$ cat src/rtl/rng_wb_pkg.sv
// Shared definitions for the RNG Wishbone sampler.
// Contents:
//   - register offsets of the chaotic-scroll RNG block, relative to its base
//   - sampler state encoding
//   - stream tag encoding (which state word a FIFO entry carries)
//   - helpers mapping a transaction index to its offset / tag
package rng_wb_pkg;

    localparam logic [31:0] OFF_X_INIT = 32'h0000_0004;
    localparam logic [31:0] OFF_Y_INIT = 32'h0000_0008;
    localparam logic [31:0] OFF_Z_INIT = 32'h0000_000C;
    localparam logic [31:0] OFF_SCROLL = 32'h0000_0010;
    localparam logic [31:0] OFF_ENABLE = 32'h0000_0014;
    localparam logic [31:0] OFF_SAMPLE = 32'h0000_0018;
    localparam logic [31:0] OFF_X_DATA = 32'h0000_001C;
    localparam logic [31:0] OFF_Y_DATA = 32'h0000_0020;
    localparam logic [31:0] OFF_Z_DATA = 32'h0000_0024;

    // FIFO entry: {tag, data}
    localparam int FIFO_W = 34;

    typedef enum logic [2:0] {
        ST_IDLE,
        ST_CFG,
        ST_GAP,
        ST_SMP,
        ST_RD,
        ST_ABORT
    } state_t;

    typedef enum logic [1:0] {
        TAG_X = 2'd0,
        TAG_Y = 2'd1,
        TAG_Z = 2'd2
    } tag_t;

    // Offset of the n-th configuration write (0..4).
    function automatic logic [31:0] cfg_offset(input logic [2:0] idx);
        case (idx)
            3'd0:    return OFF_X_INIT;
            3'd1:    return OFF_Y_INIT;
            3'd2:    return OFF_Z_INIT;
            3'd3:    return OFF_SCROLL;
            default: return OFF_ENABLE;
        endcase
    endfunction

    // Offset of the n-th state-word read (0..2).
    function automatic logic [31:0] rd_offset(input logic [1:0] idx);
        case (idx)
            2'd0:    return OFF_X_DATA;
            2'd1:    return OFF_Y_DATA;
            default: return OFF_Z_DATA;
        endcase
    endfunction

    function automatic tag_t idx_to_tag(input logic [1:0] idx);
        case (idx)
            2'd0:    return TAG_X;
            2'd1:    return TAG_Y;
            default: return TAG_Z;
        endcase
    endfunction

endpackage

$ cat src/rtl/rng_sample_fifo.sv
// Synchronous first-word-fall-through FIFO for captured RNG state words.
// Ports:
//   wb_clk_i, rst      clock, synchronous active-high reset
//   clr                synchronous flush (same effect as rst on contents)
//   push, push_data    write side; a push while full is accepted only if a
//                      pop happens in the same cycle
//   pop                read side; ignored while empty
//   head_data          oldest entry, valid while !empty
//   full, empty        status
//   free_cnt           number of unused entries
module rng_sample_fifo #(
    parameter int DEPTH = 4,
    parameter int WIDTH = 34
) (
    input  logic                       wb_clk_i,
    input  logic                       rst,
    input  logic                       clr,
    input  logic                       push,
    input  logic [WIDTH-1:0]           push_data,
    input  logic                       pop,
    output logic [WIDTH-1:0]           head_data,
    output logic                       full,
    output logic                       empty,
    output logic [$clog2(DEPTH):0]     free_cnt
);

    localparam int AW = $clog2(DEPTH);

    logic [WIDTH-1:0] mem [DEPTH];
    logic [AW-1:0]    wr_ptr_reg;
    logic [AW-1:0]    rd_ptr_reg;
    logic [AW:0]      count_reg;
    logic             push_en;
    logic             pop_en;

    assign empty     = (count_reg == '0);
    assign full      = (count_reg == (AW+1)'(DEPTH));
    assign free_cnt  = (AW+1)'(DEPTH) - count_reg;
    assign pop_en    = pop && !empty;
    // A pop frees the slot the same cycle, so a full FIFO can still accept.
    assign push_en   = push && (!full || pop_en);
    assign head_data = mem[rd_ptr_reg];

    always_ff @(posedge wb_clk_i) begin
        if (push_en) begin
            mem[wr_ptr_reg] <= push_data;
        end
    end

    always_ff @(posedge wb_clk_i) begin
        if (rst || clr) begin
            wr_ptr_reg <= '0;
            rd_ptr_reg <= '0;
            count_reg  <= '0;
        end else begin
            if (push_en) begin
                wr_ptr_reg <= wr_ptr_reg + AW'(1);
            end
            if (pop_en) begin
                rd_ptr_reg <= rd_ptr_reg + AW'(1);
            end
            case ({push_en, pop_en})
                2'b10:   count_reg <= count_reg + (AW+1)'(1);
                2'b01:   count_reg <= count_reg - (AW+1)'(1);
                default: count_reg <= count_reg;
            endcase
        end
    end

endmodule

$ cat src/rtl/rng_wb_sampler.sv
// Wishbone classic initiator that configures the chaotic-scroll RNG block,
// then repeatedly strobes a sample and reads back the x/y/z state words
// into a FIFO feeding a valid/ready stream.
// Ports:
//   wb_clk_i, rst                 clock, synchronous active-high reset
//   start, stop                   single-cycle control pulses
//   x_seed, y_seed, z_seed        seed values (sampled when each write issues)
//   scroll_cfg, en_cfg            scroll limits / enables (zero-extended)
//   gap                           idle cycles between samples
//   busy, err, sample_cnt         status
//   wbm_*                         Wishbone classic master
//   m_valid, m_ready, m_data, m_tag   output stream (tag 0=x, 1=y, 2=z)
module rng_wb_sampler
    import rng_wb_pkg::*;
#(
    parameter logic [31:0] BASE_ADDR  = 32'h3000_0000,
    parameter int          FIFO_DEPTH = 4,
    parameter int          TIMEOUT    = 255
) (
    input  logic        wb_clk_i,
    input  logic        rst,
    input  logic        start,
    input  logic        stop,
    input  logic [31:0] x_seed,
    input  logic [31:0] y_seed,
    input  logic [31:0] z_seed,
    input  logic [23:0] scroll_cfg,
    input  logic [3:0]  en_cfg,
    input  logic [15:0] gap,
    output logic        busy,
    output logic        err,
    output logic [15:0] sample_cnt,
    output logic        wbm_cyc_o,
    output logic        wbm_stb_o,
    output logic        wbm_we_o,
    output logic [3:0]  wbm_sel_o,
    output logic [31:0] wbm_adr_o,
    output logic [31:0] wbm_dat_o,
    input  logic [31:0] wbm_dat_i,
    input  logic        wbm_ack_i,
    output logic        m_valid,
    input  logic        m_ready,
    output logic [31:0] m_data,
    output logic [1:0]  m_tag
);

    localparam int FCW  = $clog2(FIFO_DEPTH) + 1;
    localparam int TO_W = (TIMEOUT > 1) ? $clog2(TIMEOUT) : 1;
    localparam logic [TO_W-1:0] TO_LAST = TO_W'(TIMEOUT - 1);

    state_t            state_reg, state_next;
    logic              stb_reg, stb_next;
    logic              we_reg, we_next;
    logic [31:0]       adr_reg, adr_next;
    logic [31:0]       dat_reg, dat_next;
    logic [2:0]        idx_reg, idx_next;
    logic [15:0]       gap_cnt_reg, gap_cnt_next;
    logic [TO_W-1:0]   to_cnt_reg, to_cnt_next;
    logic              stop_pend_reg, stop_pend_next;
    logic              err_reg, err_next;
    logic              busy_reg, busy_next;
    logic [15:0]       sample_cnt_reg, sample_cnt_next;

    logic              issue;
    logic              issue_we;
    logic [31:0]       issue_off;
    logic [31:0]       issue_dat;
    logic              ack_seen;
    logic              stop_now;
    logic [31:0]       cfg_word;

    logic              fifo_push;
    logic              fifo_clr;
    logic [FIFO_W-1:0] fifo_head;
    logic              fifo_full;
    logic              fifo_empty;
    logic [FCW-1:0]    fifo_free;

    // Acks are qualified by our own strobe so the responder's echo ack,
    // arriving in the cycle after the strobe drops, is never counted.
    assign ack_seen = stb_reg && wbm_ack_i;
    assign stop_now = stop_pend_reg || stop;

    always_comb begin
        case (idx_reg)
            3'd0:    cfg_word = x_seed;
            3'd1:    cfg_word = y_seed;
            3'd2:    cfg_word = z_seed;
            3'd3:    cfg_word = {8'h00, scroll_cfg};
            default: cfg_word = {28'h0, en_cfg};
        endcase
    end

    always_comb begin
        state_next      = state_reg;
        stb_next        = stb_reg;
        we_next         = we_reg;
        adr_next        = adr_reg;
        dat_next        = dat_reg;
        idx_next        = idx_reg;
        gap_cnt_next    = gap_cnt_reg;
        to_cnt_next     = to_cnt_reg;
        err_next        = err_reg;
        sample_cnt_next = sample_cnt_reg;
        fifo_push       = 1'b0;
        fifo_clr        = 1'b0;
        issue           = 1'b0;
        issue_we        = 1'b0;
        issue_off       = '0;
        issue_dat       = '0;

        // A stop request is remembered until the sequencer is back in IDLE.
        stop_pend_next = (state_reg != ST_IDLE) && stop_now;

        if (stb_reg) begin
            to_cnt_next = to_cnt_reg + TO_W'(1);
        end

        unique case (state_reg)
            ST_IDLE: begin
                if (start) begin
                    err_next   = 1'b0;
                    fifo_clr   = 1'b1;
                    idx_next   = 3'd0;
                    state_next = ST_CFG;
                    issue      = 1'b1;
                    issue_we   = 1'b1;
                    issue_off  = OFF_X_INIT;
                    issue_dat  = x_seed;
                end
            end

            ST_CFG: begin
                if (!stb_reg) begin
                    issue     = 1'b1;
                    issue_we  = 1'b1;
                    issue_off = cfg_offset(idx_reg);
                    issue_dat = cfg_word;
                end else if (ack_seen) begin
                    stb_next = 1'b0;
                    if (idx_reg == 3'd4) begin
                        gap_cnt_next = '0;
                        state_next   = stop_now ? ST_IDLE : ST_GAP;
                    end else begin
                        idx_next = idx_reg + 3'd1;
                    end
                end
            end

            ST_GAP: begin
                // The counter parks at its terminal value while waiting for
                // room for a whole triple in the FIFO.
                if (stop_now) begin
                    state_next = ST_IDLE;
                end else if (gap_cnt_reg < gap) begin
                    gap_cnt_next = gap_cnt_reg + 16'd1;
                end else if (fifo_free >= FCW'(3)) begin
                    state_next = ST_SMP;
                    issue      = 1'b1;
                    issue_we   = 1'b1;
                    issue_off  = OFF_SAMPLE;
                    issue_dat  = 32'h0000_0001;
                end
            end

            ST_SMP: begin
                if (ack_seen) begin
                    stb_next   = 1'b0;
                    idx_next   = 3'd0;
                    state_next = ST_RD;
                end
            end

            ST_RD: begin
                if (!stb_reg) begin
                    issue     = 1'b1;
                    issue_off = rd_offset(idx_reg[1:0]);
                end else if (ack_seen) begin
                    stb_next  = 1'b0;
                    fifo_push = 1'b1;
                    if (idx_reg == 3'd2) begin
                        sample_cnt_next = sample_cnt_reg + 16'd1;
                        gap_cnt_next    = '0;
                        state_next      = stop_now ? ST_IDLE : ST_GAP;
                    end else begin
                        idx_next = idx_reg + 3'd1;
                    end
                end
            end

            ST_ABORT: begin
                state_next = ST_IDLE;
            end

            default: begin
                state_next = ST_IDLE;
            end
        endcase

        // Bus timeout: abandon the transaction, keep whatever the FIFO holds.
        if (stb_reg && !wbm_ack_i && (to_cnt_reg == TO_LAST)) begin
            stb_next   = 1'b0;
            err_next   = 1'b1;
            state_next = ST_ABORT;
        end

        if (issue) begin
            stb_next    = 1'b1;
            we_next     = issue_we;
            adr_next    = BASE_ADDR + issue_off;
            dat_next    = issue_dat;
            to_cnt_next = '0;
        end

        busy_next = (state_next != ST_IDLE);
    end

    always_ff @(posedge wb_clk_i) begin
        if (rst) begin
            state_reg      <= ST_IDLE;
            stb_reg        <= 1'b0;
            we_reg         <= 1'b0;
            adr_reg        <= '0;
            dat_reg        <= '0;
            idx_reg        <= '0;
            gap_cnt_reg    <= '0;
            to_cnt_reg     <= '0;
            stop_pend_reg  <= 1'b0;
            err_reg        <= 1'b0;
            busy_reg       <= 1'b0;
            sample_cnt_reg <= '0;
        end else begin
            state_reg      <= state_next;
            stb_reg        <= stb_next;
            we_reg         <= we_next;
            adr_reg        <= adr_next;
            dat_reg        <= dat_next;
            idx_reg        <= idx_next;
            gap_cnt_reg    <= gap_cnt_next;
            to_cnt_reg     <= to_cnt_next;
            stop_pend_reg  <= stop_pend_next;
            err_reg        <= err_next;
            busy_reg       <= busy_next;
            sample_cnt_reg <= sample_cnt_next;
        end
    end

    rng_sample_fifo #(
        .DEPTH (FIFO_DEPTH),
        .WIDTH (FIFO_W)
    ) u_fifo (
        .wb_clk_i  (wb_clk_i),
        .rst       (rst),
        .clr       (fifo_clr),
        .push      (fifo_push),
        .push_data ({idx_to_tag(idx_reg[1:0]), wbm_dat_i}),
        .pop       (m_ready),
        .head_data (fifo_head),
        .full      (fifo_full),
        .empty     (fifo_empty),
        .free_cnt  (fifo_free)
    );

    assign busy       = busy_reg;
    assign err        = err_reg;
    assign sample_cnt = sample_cnt_reg;
    assign wbm_cyc_o  = stb_reg;
    assign wbm_stb_o  = stb_reg;
    assign wbm_we_o   = we_reg;
    assign wbm_sel_o  = stb_reg ? 4'hF : 4'h0;
    assign wbm_adr_o  = adr_reg;
    assign wbm_dat_o  = dat_reg;
    assign m_valid    = !fifo_empty;
    assign m_data     = fifo_head[31:0];
    assign m_tag      = fifo_head[33:32];

endmodule

$ cat config.mk
export PLATFORM = sky130hd
export DESIGN_NAME = rng_wb_sampler
export DESIGN_NICKNAME = d
export VERILOG_FILES = /design/src/rtl/rng_wb_pkg.sv /design/src/rtl/rng_sample_fifo.sv /design/src/rtl/rng_wb_sampler.sv
export SDC_FILE = /design/constraint.sdc
export NUM_CORES = 1
export LEC_CHECK = 0
export CELL_PAD_IN_SITES_DETAIL_PLACEMENT = 1
export CELL_PAD_IN_SITES_GLOBAL_PLACEMENT = 1
export CORE_MARGIN = 3
export CORE_UTILIZATION = 38
export DETAILED_ROUTE_END_ITERATION = 7
export PLACE_DENSITY = 0.86
export SLEW_MARGIN = 5
export SYNTH_ARGS = -nofsm -noshare
export SYNTH_HDL_FRONTEND = slang
export SYNTH_SLANG_ARGS = --single-unit
$ cat constraint.sdc
create_clock -name wb_clk_i -period 4.7 [get_ports wb_clk_i]
set_clock_uncertainty 0.2 [all_clocks]
set_input_delay 1.41 -clock wb_clk_i [delete_from_list [all_inputs] [get_ports wb_clk_i]]
set_output_delay 1.41 -clock wb_clk_i [all_outputs]
set_load 0.01 [all_outputs]
* Word level (Yosys, flattened, before mapping)
Memories as Yosys holds them, arrays and structs flattened. A register that Yosys moved wholly into a read port is not among the register bits.
Index checks and enable logic that the tools add are counted.
** Word-level totals
- Bits in writable memories :: 136
- Bits in registers :: 122
- Output and inout port bits :: 124
- Memories :: 1
** Memory list
- u_fifo.mem :: words 4, width 34, read ports 1, clocked after memory_dff 1, wr ports 1, RTL line rng_sample_fifo.sv:29 : logic [WIDTH-1:0] mem [DEPTH];
** Cells by class
- Reduce and logical (&&, ||, !) cells :: 31
- Eq/ne operators :: 26
- Mux-type cells :: 75
- $lt $le $gt $ge :: 2
- $add $sub $neg :: 10
** Operators by type and width (number)
- $mux W16 :: 8
- $pmux W32 S4 :: 1
- $pmux W32 S3 :: 1
- $mux W32 :: 2
- $mux W3 :: 21
- $pmux W16 S3 :: 1
- $add A16 B1 Y16 const B :: 2
- $add A30 B32 Y32 const A :: 1
- $ne A2 B2 Y1 const B :: 12
- $pmux W6 S4 :: 1
- $mux W1 :: 22
- $mux W5 :: 4
- $pmux W5 S4 :: 1
- $reduce_and A9 Y1 :: 2
- $lt A16 B16 Y1 :: 1
- $pmux W3 S5 :: 1
- $eq A3 B2 Y1 const B :: 4
- $pmux W3 S4 :: 1
- $pmux W6 S2 :: 1
- $eq A3 B3 Y1 const B :: 3
- $logic_not A3 Y1 :: 3
- $reduce_bool A3 Y1 :: 3
- $add A8 B1 Y8 const B :: 1
- $eq A8 B8 Y1 const B :: 1
- other kinds (25) :: 46

* Depth between registers and ports, before layout
- Word-level depth :: 8
- Gate-level depth with buffers :: 11
- Gate-level depth less buffers :: 11

* Hierarchy
Synthesis repeated with hierarchy kept, for this count alone.
** Unflattened totals
- Cell total of the unflattened synthesis :: 902
- Area total of the unflattened synthesis :: 10816.6 sq um
** Modules (own cells, without submodules)
- rng_sample_fifo :: sequential area each 4264.1 sq um, area each 5504.0 sq um, cells each 243, times used 1
- rng_wb_sampler :: sequential area each 1761.7 sq um, area each 5312.6 sq um, cells each 659, times used 1

* Least setup slack after synthesis
No wires, ideal clock.
- Kind :: in2reg
- Start point :: input port gap[15]
- End point :: register gap_cnt_reg[5]
- Cell stages on the path :: 9
- Setup time :: 0.123 ns
- Data required time :: 4.377 ns
- Arrival :: 3.455 ns
- Path slack :: 0.922 ns
- Path through :: inv_1 ha_1 nand4_1 or4_1 o32a_1 a21oi_4 buf_2 nor4_1 mux2_1
** Between the ends
- Word-level cells in the longest chain between the ends :: 3
** RTL lines
- from (decl) :: RTL line rng_wb_sampler.sv:29 : input logic [15:0] gap,
- $lt A16 B16 Y1 :: RTL line rng_wb_sampler.sv:155 : end else if (gap_cnt_reg < gap) begin
- $ne A2 B2 Y1 (no source line)
- $reduce_and A9 Y1 (no source line)
- to (signal assigned) :: RTL line rng_wb_sampler.sv:239 : gap_cnt_reg <= gap_cnt_next;
- to (decl) :: RTL line rng_wb_sampler.sv:57 : logic [15:0] gap_cnt_reg, gap_cnt_next;
No other way between the ends.
A chain may end at the register's enable or synchronous reset.

==> results.toml <==
[run_status]
outcome = "completed"

[power_and_ir_drop]
p_seq_share_pct = 48.7
switching_share_pct = 21.91
power.density_nw_per_um2 = 317.8
combPwrFrac_pct = 9.9
leakage_nw = 4.882
clock_power_share_pct = 41.4
p_switching_mw = 1.003
p_int_mw = 3.574
ir_drop_mv = 0.2210

[worst_setup_path]
crit_type = "reg2out"
worstPathRequired_ns = 3.09
r2r-end = "wbm_dat_o[18]"
crit_fanout = 20
worst_setup_path_start_kind = "flip-flop"
end_kind = "output pin"
crit_slowest_cell = "dfxtp_2"
worstPathCellList = "buf_12 -> mux4_2 -> clkdlybuf4s50_1"
rrSetupSlack_ns = 1.71
reg2reg_depth = 8
cp.arrival_ns = 2.61
worstReg2RegStart = "gap_cnt_reg[15]"
max_stage_delay_ns = 0.70

[floorplan]
rows = 60
die-area_um2 = 29670
die_h_um = 172.2
die_w_um = 172.2
ios = 302
initial_core_util_pct = 38.86
core_um2 = 27030

[drt]
dr_total_vias = 8153
drt_iter0_markers = 618
final_antenna_net_count = 0
via_per_inst = 5.468
drc_errors = 0
drt-pass1-iter-count = 6
wire_per_inst_um = 22.13
wirelength_um = 32990

[min_path]
hold_depth = 1
hold_class = "reg2reg"
hold_path_end = "wbm_dat_o[21]"
min_from = "wbm_dat_o[21]"

[finish]
layout_common_cells = "275 x clkdlybuf4s50_1, 136 x edfxtp_1, 96 x dfxtp_1, 85 x nor2_1, 70 x a21oi_1"
multi_input_area_um2 = 4030
final_common_cell = "clkdlybuf4s50_1"
fin_nets = 1341
largest_reg_flops = 136
drive_above_1_share_pct = 9.361
utilization_pct = 53.29
areaGrowthSynthToFinish_pct = 37.13
regArea_um2 = 6027
nFillCells = 2828
top_register = "u_fifo.mem"

[timing]
min_period_ns = 4.221
fin_tns_setup_ns = 0
finalHoldViolCount = 0
final-setup-viol-count = 0
period_share_pct = 89.82
fmax_ghz = 0.2369
rsz0062_at_grt = "false"
drv_slew = 0
tightest_slew_ns = 0.9013
maxSlewHeadroom_pct = 39.64

[clock_tree]
post-cts-setup-buffers = 0
htreeDepth = 1
clockRootBuffer = "clkbuf_16"
cts_tree = "done"
cts_sinks = 233
hold_buffers = 0
cts_resized = 0
clockBufferDepth = 3
clock_latency_ns = 0.52
numCtsBuffers = 24
clk_pin_slew_ns = 0.06

[global_route]
grtUsageTotal_pct = 21.31
antenna_found_initial = 7
grt_max_degree = 35
grt_pass1_wl_um = 49020
grt_pass1_vias = 8616
grt_overflow = 0

[job]
maxCapViolations = 0

[synthesis]
synth_edf_count = 136
yosys_warnings = 0
synthesis.area_um2 = 10500
postSynthCellCount = 861
async_flop_share_pct = 0
syn_avg_cell_area_um2 = 12.20
synth_cell_types = 64
synth-seq-cells = 233
ys.flop_type = "edfxtp_1"
synth_seq_area_share_pct = 57.37

[place]
numPortBuffers = 275
place_congestion = 0.8834
dpl.hpwl_um = 24150
synth_stat cells (14+ instances only):
cell	instances	area (µm²)
xnor2_1	14	122.6
mux4_2	34	765.7
nand4_1	17	106.4
edfxtp_1	136	4084
nor2_1	85	319.1
inv_1	36	135.1
or3_1	16	100.1
buf_4	32	240.2
ha_1	34	425.4
o2bb2ai_1	34	297.8
a21oi_1	70	350.3
dfxtp_1	97	1942
clkbuf_1	39	146.4
nand2_1	35	131.4
a222oi_1	20	200.2
o21ai_0	21	105.1
power by group through the flow:
| stage | clock network, mW | registers, mW | logic, mW |
|---|---|---|---|
| global route | 2.02 | 2.23 | 0.488 |
| floorplan | 0 | 2.27 | 0.169 |
| finish | 1.90 | 2.23 | 0.453 |
| CTS | 1.96 | 2.23 | 0.454 |
| global placement | 0 | 2.27 | 0.440 |
| detailed placement | 0 | 2.27 | 0.450 |
area by class of cell:
type	count	area share [%]
inverters	36	0.9382
flip-flops and latches	233	41.85
repair buffers	296	20.64
well taps	341	2.962
clock buffers	36	5.082
diodes	7	0.1216
multi-input cells	537	27.98
clock inverters	5	0.4257
worst max-delay path by stage:
stage | slack (ns) | depth (start not counted) | to | from
6_report | 0.48 | 3 | m_data[21] | flip-flop
4_1_cts | 0.38 | 3 | m_data[21] | flip-flop
2_1_floorplan | 0.92 | 9 | gap_cnt_reg[5] | gap[15]
3_3_place_gp | 0.23 | 10 | wbm_dat_o[23] | gap[15]
3_5_place_dp | 0.13 | 9 | wbm_adr_o[3] | gap[13]
5_1_grt | 0.31 | 3 | m_data[21] | flip-flop
worst max-delay path: cells and delay by family, from the launching register on:
| kind | cells | cell delay [ns] |
|---|---|---|
| buf+inv | 2 | 0.84 |
| flops | 1 | 0.70 |
| mux | 1 | 0.54 |
logic make-up (layout without fill, tap and decap cells):
| family | after synthesis | after routing | synth area share [%] |
|---|---|---|---|
| flip-flops | 233 | 233 | 57.37 |
| AND/OR/NAND/NOR | 216 | 216 | 10.05 |
| AO/OA/AOI/OAI | 196 | 196 | 13.10 |
| buffers and inverters | 116 | 373 | 5.349 |
| multiplexers | 37 | 37 | 7.589 |
| adder cells (fa/ha/maj) | 35 | 35 | 4.241 |
| XOR/XNOR | 27 | 27 | 2.252 |
| other | 1 | 33 | 0.03571 |
per-stage QoR:
stage          hold slack, ns  power (mW)  worst slack [ns]  std cells  instance area, µm²
2_1_floorplan          0.2643       2.439            0.9220        886               10600
3_3_place_gp           0.2452       2.708            0.2345       1443               13590
3_5_place_dp           0.2483       2.719            0.1349       1443               13590
4_1_cts                0.2700       4.638            0.3816       1484               14390
5_1_grt                0.2824       4.743            0.3060       1490               14400
6_report               0.2617       4.577            0.4785       1491               14400
layer usage:
layer,part of all wire (%),global-route usage (%),up-vias
li1,-,-,3738
met1,39,25.29,4049
met2,51,37.72,322
met3,7.2,5.304,44
met4,2.9,7.393,0
met5,0,0,-
No activity file was read; power rests on OpenSTA's default activity.
